===== config.mk =====
export PLATFORM = sky130hd
export DESIGN_NAME = pulse_sweep_sched
export DESIGN_NICKNAME = d
export VERILOG_FILES = /design/src/rtl/pulse_sweep_sched.sv
export SDC_FILE = /design/constraint.sdc
export NUM_CORES = 1
export LEC_CHECK = 0
export BUFFER_PORTS_ARGS = -buffer_cell sky130_fd_sc_hd__buf_2
export CAP_MARGIN = 20
export CORE_ASPECT_RATIO = 1.2
export CORE_UTILIZATION = 61
export DETAILED_ROUTE_END_ITERATION = 12
export PLACE_DENSITY = 0.86
export SLEW_MARGIN = 20
export SYNTH_ARGS = -nofsm -noshare
export SYNTH_HDL_FRONTEND = slang
export SYNTH_SLANG_ARGS = --single-unit

===== constraint.sdc =====
create_clock -name clk -period 6.6 [get_ports clk]
set_input_delay 1.32 -clock clk [delete_from_list [all_inputs] [get_ports clk]]
set_output_delay 1.32 -clock clk [all_outputs]
set_load 0.03 [all_outputs]

===== src/rtl/pulse_sweep_sched.sv =====
// rtl/pulse_sweep_sched.sv - delay-sweep sequencer for the pulse generator
//
// Steps the pi-pulse delay through n_steps values, holding each value for a
// programmed number of generator periods (shots). New parameters are only
// handed to the generator via a one-cycle load strobe that follows a period
// boundary, so no shot ever straddles a parameter change. The first DISCARD
// shots after every load are flagged invalid while the hardware settles.
//
// Ports:
//   clk        system clock (shared with the generator's capture logic)
//   reset      asynchronous, active-high reset
//   start      one-cycle sweep start request (honoured only in IDLE)
//   abort      one-cycle abort request (ARM/RUN), wins over everything else
//   del_start  first delay value, cycles
//   del_step   delay increment per step, unsigned
//   n_steps    number of delay values in the sweep
//   shots      shots per step
//   period_end one-cycle strobe from the generator at counter wrap
//   del        delay value presented to the generator
//   load       one-cycle parameter-update strobe to the generator
//   acq_valid  high during shots that count toward acquisition
//   step_idx   current step, 0-based
//   shot_cnt   shots completed in the current step
//   busy       high while arming or running
//   done       one-cycle pulse on completion or error stop
//   err        sticky error flag, cleared by the next accepted start

module pulse_sweep_sched #(
    parameter int DEL_W   = 16,
    parameter int SHOT_W  = 16,
    parameter int STEP_W  = 8,
    parameter int DISCARD = 2
) (
    input  logic              clk,
    input  logic              reset,
    input  logic              start,
    input  logic              abort,
    input  logic [DEL_W-1:0]  del_start,
    input  logic [DEL_W-1:0]  del_step,
    input  logic [STEP_W-1:0] n_steps,
    input  logic [SHOT_W-1:0] shots,
    input  logic              period_end,
    output logic [DEL_W-1:0]  del,
    output logic              load,
    output logic              acq_valid,
    output logic [STEP_W-1:0] step_idx,
    output logic [SHOT_W-1:0] shot_cnt,
    output logic              busy,
    output logic              done,
    output logic              err
);

    // A discard counter of at least one bit keeps the DISCARD=0 build legal;
    // it simply never leaves zero in that case.
    localparam int DISC_W = (DISCARD > 0) ? $clog2(DISCARD + 1) : 1;
    localparam logic [DISC_W-1:0] DISC_INIT = DISC_W'(DISCARD);

    typedef enum logic [1:0] {
        S_IDLE = 2'd0,
        S_ARM  = 2'd1,
        S_RUN  = 2'd2,
        S_DONE = 2'd3
    } state_t;

    state_t state, state_nxt;

    // Sweep configuration captured at start so the host may rewrite its
    // registers while a sweep is in flight.
    logic [DEL_W-1:0]  del_step_r, del_step_nxt;
    logic [STEP_W-1:0] n_steps_r,  n_steps_nxt;
    logic [SHOT_W-1:0] shots_r,    shots_nxt;

    logic [DISC_W-1:0] disc_cnt, disc_nxt;
    logic [DEL_W-1:0]  del_nxt;
    logic [STEP_W-1:0] step_idx_nxt;
    logic [SHOT_W-1:0] shot_cnt_nxt;
    logic              load_nxt;
    logic              done_nxt;
    logic              err_nxt;

    // One extra bit catches delay wrap-around before it reaches the generator.
    logic [DEL_W:0]    del_sum;
    logic [SHOT_W-1:0] shot_inc;
    logic              last_step;
    logic              cfg_bad;

    assign del_sum   = {1'b0, del} + {1'b0, del_step_r};
    assign shot_inc  = shot_cnt + SHOT_W'(1);
    assign last_step = (step_idx == (n_steps_r - STEP_W'(1)));
    assign cfg_bad   = (n_steps == '0) || (shots == '0);

    assign busy      = (state == S_ARM) || (state == S_RUN);
    // Discard counter only moves on period_end, so acq_valid only ever
    // changes in the cycle after a boundary.
    assign acq_valid = (state == S_RUN) && (disc_cnt == '0);

    always_comb begin
        state_nxt    = state;
        del_nxt      = del;
        step_idx_nxt = step_idx;
        shot_cnt_nxt = shot_cnt;
        disc_nxt     = disc_cnt;
        del_step_nxt = del_step_r;
        n_steps_nxt  = n_steps_r;
        shots_nxt    = shots_r;
        err_nxt      = err;
        load_nxt     = 1'b0;
        done_nxt     = 1'b0;

        case (state)
            S_IDLE: begin
                if (start && !abort) begin
                    if (cfg_bad) begin
                        err_nxt  = 1'b1;
                        done_nxt = 1'b1;
                    end else begin
                        del_step_nxt = del_step;
                        n_steps_nxt  = n_steps;
                        shots_nxt    = shots;
                        del_nxt      = del_start;
                        err_nxt      = 1'b0;
                        step_idx_nxt = '0;
                        shot_cnt_nxt = '0;
                        state_nxt    = S_ARM;
                    end
                end
            end

            S_ARM: begin
                if (abort) begin
                    state_nxt = S_IDLE;
                end else if (period_end) begin
                    // del has been stable since start, well ahead of load.
                    load_nxt  = 1'b1;
                    disc_nxt  = DISC_INIT;
                    state_nxt = S_RUN;
                end
            end

            S_RUN: begin
                if (abort) begin
                    state_nxt = S_IDLE;
                end else if (period_end) begin
                    if (disc_cnt != '0) begin
                        disc_nxt = disc_cnt - DISC_W'(1);
                    end else if (shot_inc != shots_r) begin
                        shot_cnt_nxt = shot_inc;
                    end else if (last_step) begin
                        shot_cnt_nxt = shot_inc;
                        done_nxt     = 1'b1;
                        state_nxt    = S_DONE;
                    end else if (del_sum[DEL_W]) begin
                        // Next delay would wrap: stop rather than emit it.
                        shot_cnt_nxt = shot_inc;
                        err_nxt      = 1'b1;
                        done_nxt     = 1'b1;
                        state_nxt    = S_DONE;
                    end else begin
                        del_nxt      = del_sum[DEL_W-1:0];
                        step_idx_nxt = step_idx + STEP_W'(1);
                        shot_cnt_nxt = '0;
                        disc_nxt     = DISC_INIT;
                        load_nxt     = 1'b1;
                    end
                end
            end

            S_DONE: begin
                state_nxt = S_IDLE;
            end

            default: begin
                state_nxt = S_IDLE;
            end
        endcase
    end

    always_ff @(posedge clk or posedge reset) begin
        if (reset) begin
            state      <= S_IDLE;
            del        <= '0;
            step_idx   <= '0;
            shot_cnt   <= '0;
            disc_cnt   <= '0;
            del_step_r <= '0;
            n_steps_r  <= '0;
            shots_r    <= '0;
            load       <= 1'b0;
            done       <= 1'b0;
            err        <= 1'b0;
        end else begin
            state      <= state_nxt;
            del        <= del_nxt;
            step_idx   <= step_idx_nxt;
            shot_cnt   <= shot_cnt_nxt;
            disc_cnt   <= disc_nxt;
            del_step_r <= del_step_nxt;
            n_steps_r  <= n_steps_nxt;
            shots_r    <= shots_nxt;
            load       <= load_nxt;
            done       <= done_nxt;
            err        <= err_nxt;
        end
    end

endmodule


==> reports/results.ini <==
[detailed_routing]
drt_iter0_drc=432
routed_wl_um=14800
ant_nets=0
wl_per_cell_um=18.3
viasPerCell=6.37
drt_pass1_iterations=5
drc=0
routed-via-count=5140

[cells_and_area]
syn2layout_area_growth_pct=13.6
nets=769
insertedDiodeCount=0
final_layout_size_suffix_gt1_share_pct=30.4
stdcell_area_mm2=0.00661
fill_cells=696
layout_common_cells=105 x buf_2, 87 x dfrtp_1, 70 x mux2_2
finish.utilization_pct=72.4
final_common_cell=buf_2

[clock_network]
cts.path.max_buffers=2
clk-insertion-delay-late_ns=0.38
clock-sinks=87
cts_root_buffer=clkbuf_8
postCtsResizedCells=0
h-tree-depth=3
hold_buffers=0
cts_tree=built
clk_pin_slew_ns=0.08
numCtsBuffers=9
postCtsSetupBuffers=0

[hold_path]
min-delay-start=disc_cnt[0]$_DFFE_PP0P_
hold_path_class=reg -> reg
min_delay_path_depth=1
holdPathEnd=disc_cnt[0]$_DFFE_PP0P_

[pwr]
total_power_mw=3.13
irDropWorstVdd_mv=0.361
internal_power_mw=1.71
p_comb_share_pct=56.4
power_density_mw_per_mm2=473
swShare_pct=45.2
power_frac_seq_pct=30.4
clkPwrFrac_pct=13.2
p_leak_nw=2.95
p_sw_mw=1.41

[yosys]
yosysTopAreaCell=dfrtp_1
async_flop_share_pct=100
synthAdderAreaFrac_pct=5.72
yosys.area_share.simple_pct=16.5
synth-edff-count=0
synth-main-ff-cell=dfrtp_1
synth_warnings=0
synth_xor_area_share_pct=6.17
syn_avg_cell_area_um2=9.84
synth_compound_area_share_pct=16.0
netlist_instances=591
syn_area_mm2=0.00582
synthTopCellsByArea=dfrtp_1 37%, mux2_2 14%, ha_1 5.4%
yosys.area.top_type_share_pct=37.4
synth_nets=678
ys_seq_area_share_pct=37.4
synth-seq-cells=87
synth_top_family_by_area=simple AND/OR/NAND/NOR gates
synthMuxAreaShare_pct=14.1
yosysUniqueCellTypes=65

[setup_path]
cp-end-kind=flip-flop
cp_slowest_stage_delay_ns=0.71
cp_max_fo=19
path_cells=ha_1 -> nand4_1 -> nor4_1 -> xnor2_1 -> nand2_1 -> or3_1 -> o31ai_4 -> nor2_1 -> a22o_1
reg2reg_slack_ns=2.84
critical_path_class=reg -> reg
cp_slowest_cell=o31ai_4
cp.arrival_ns=4.03
cp-start-kind=flip-flop
worstRegToRegCells=9
r2r_start=shot_cnt[0]$_DFFE_PP0P_
required_ns=6.87
reg2reg_to=shot_cnt[2]$_DFFE_PP0P_

[sta]
maxSlewHeadroom_pct=47.4
rsz0062_at_grt=false
setup_violations=0
skew_ns=0.00903
finalCritPeriodShare_pct=57.0
finalHoldViolCount=0
period_needed_ns=3.76
setup_tns_ns=0
clock.fmax_ghz=0.266
setup_slack_ns=2.84
worstMarginPinSlew_ns=0.789
slew_violations=0

[floorplanning]
die_h_um=109
row_count=38
die_area_mm2=0.00993
start_util_pct=63.7
ioPinCount=106
core_region_area_mm2=0.00913
die_w_um=91.1

[global_route]
use_met1_pct=38.3
gr-max-usage-layer=met2
grt_overflow_total=0
grt_pass1_wl_um=24600
gr-usage-all-layers_pct=31.4
grt_use_met3_pct=5.16
grt_pass1_vias=5118
grt_start_max_net_pins=88
antenna_found_initial=0
grt_util_met2_pct=54.6

[placement]
pre_cts_slack_ns=2.62
io_buffers=105
hpwl_um=10800
place_area_mm2=0.00638
place.gp.congestion=0.956

[outcome]
outcome=finished, final reports clean

[job]
drv_cap=0

[logic make-up (layout without fill, tap and decap cells)]
logic type | Yosys count | count (layout)
adder cells (fa/ha/maj) | 26 | 26
AO/OA/AOI/OAI | 133 | 133
XOR/XNOR | 41 | 41
flip-flops | 87 | 87
buffers and inverters | 53 | 149
AND/OR/NAND/NOR | 178 | 178
multiplexers | 73 | 73
[metal layers]
| metal | up-vias | wire length [µm] |
|---|---|---|
| met2 | 230 | 7430 |
| met1 | 2481 | 5940 |
| met3 | 39 | 949 |
| li1 | 2390 | - |
| met4 | 0 | 429 |
| met5 | - | 0 |
[metrics by stage]
stage,instances,hold WS (ns)
floorplan,591,0.466
global placement,791,0.485
detailed placement,791,0.491
CTS,807,0.511
global route,807,0.523
finish,807,0.514
[how the worst max path moves through the flow]
stage	endpoint	from	cells past startpoint	slack [ns]
global placement	del[13]$_DFFE_PP0P_	shots[3]	9	2.64
finish	shot_cnt[2]$_DFFE_PP0P_	shot_cnt[0]$_DFFE_PP0P_	9	2.84
CTS	del[2]$_DFFE_PP0P_	shot_cnt[0]$_DFFE_PP0P_	9	2.75
detailed placement	del[4]$_DFFE_PP0P_	shots[3]	9	2.62
global route	shot_cnt[4]$_DFFE_PP0P_	shot_cnt[0]$_DFFE_PP0P_	9	2.56
floorplan	del[0]$_DFFE_PP0P_	reset	1	3.03
[cell type report]
type                    instances  area (µm²)  share of cell area (%)
clock buffers                  11         131                    1.99
flip-flops and latches         87        2180                    32.9
inverters                      24        91.3                    1.38
repair buffers                109         559                    8.46
clock inverters                 5        81.3                    1.23
well taps                     120         150                    2.27
multi-input cells             451        3420                    51.7
[sequential cells by signal (all words and copies together) (netlist names)]
name / flops
disc_cnt: 2
del_step_r: 16
err: 1
del: 16
n_steps_r: 8
load: 1
shot_cnt: 16
done: 1
step_idx: 8
state: 2
shots_r: 16
[synthesized netlist by cell type (all sizes together), types with 3 or more instances]
| cell | count |
|---|---|
| buf | 15 |
| ha | 25 |
| nor4b | 3 |
| o211ai | 9 |
| clkbuf | 14 |
| a21o | 14 |
| inv | 24 |
| nand2b | 8 |
| o21ai | 35 |
| mux2 | 70 |
| a31oi | 4 |
| nand3b | 3 |
| o2bb2ai | 4 |
| nor2b | 3 |
| a22o | 6 |
| xnor2 | 24 |
| or4 | 5 |
| a22oi | 5 |
| a21oi | 13 |
| mux2i | 3 |
| nand3 | 21 |
| a211oi | 10 |
| nor4 | 23 |
| or3 | 8 |
| nand4 | 17 |
| a31o | 4 |
| xor2 | 17 |
| o22ai | 3 |
| o21bai | 5 |
| nor3 | 8 |
| nand2 | 38 |
| nor2 | 34 |
| dfrtp | 87 |
[worst max-delay path, delay by kind of cell (launching register included)]
| family | cells | cell delay (ns) |
|---|---|---|
| AO/OA/AOI/OAI | 2 | 1.00 |
| XOR/XNOR | 1 | 0.18 |
| adder cells (fa/ha/maj) | 1 | 0.34 |
| flip-flops | 1 | 0.49 |
| AND/OR/NAND/NOR | 5 | 1.66 |
[power by group through the flow]
stage / clock [mW] / sequential (mW) / combinational [mW]
after floorplan: 0 / 1.04 / 1.24
after global placement: 0 / 0.940 / 1.66
after detailed placement: 0 / 0.957 / 1.73
after CTS: 0.416 / 0.947 / 1.75
after global routing: 0.436 / 0.981 / 1.93
final: 0.414 / 0.952 / 1.76
(Power assumes the default switching activity.)
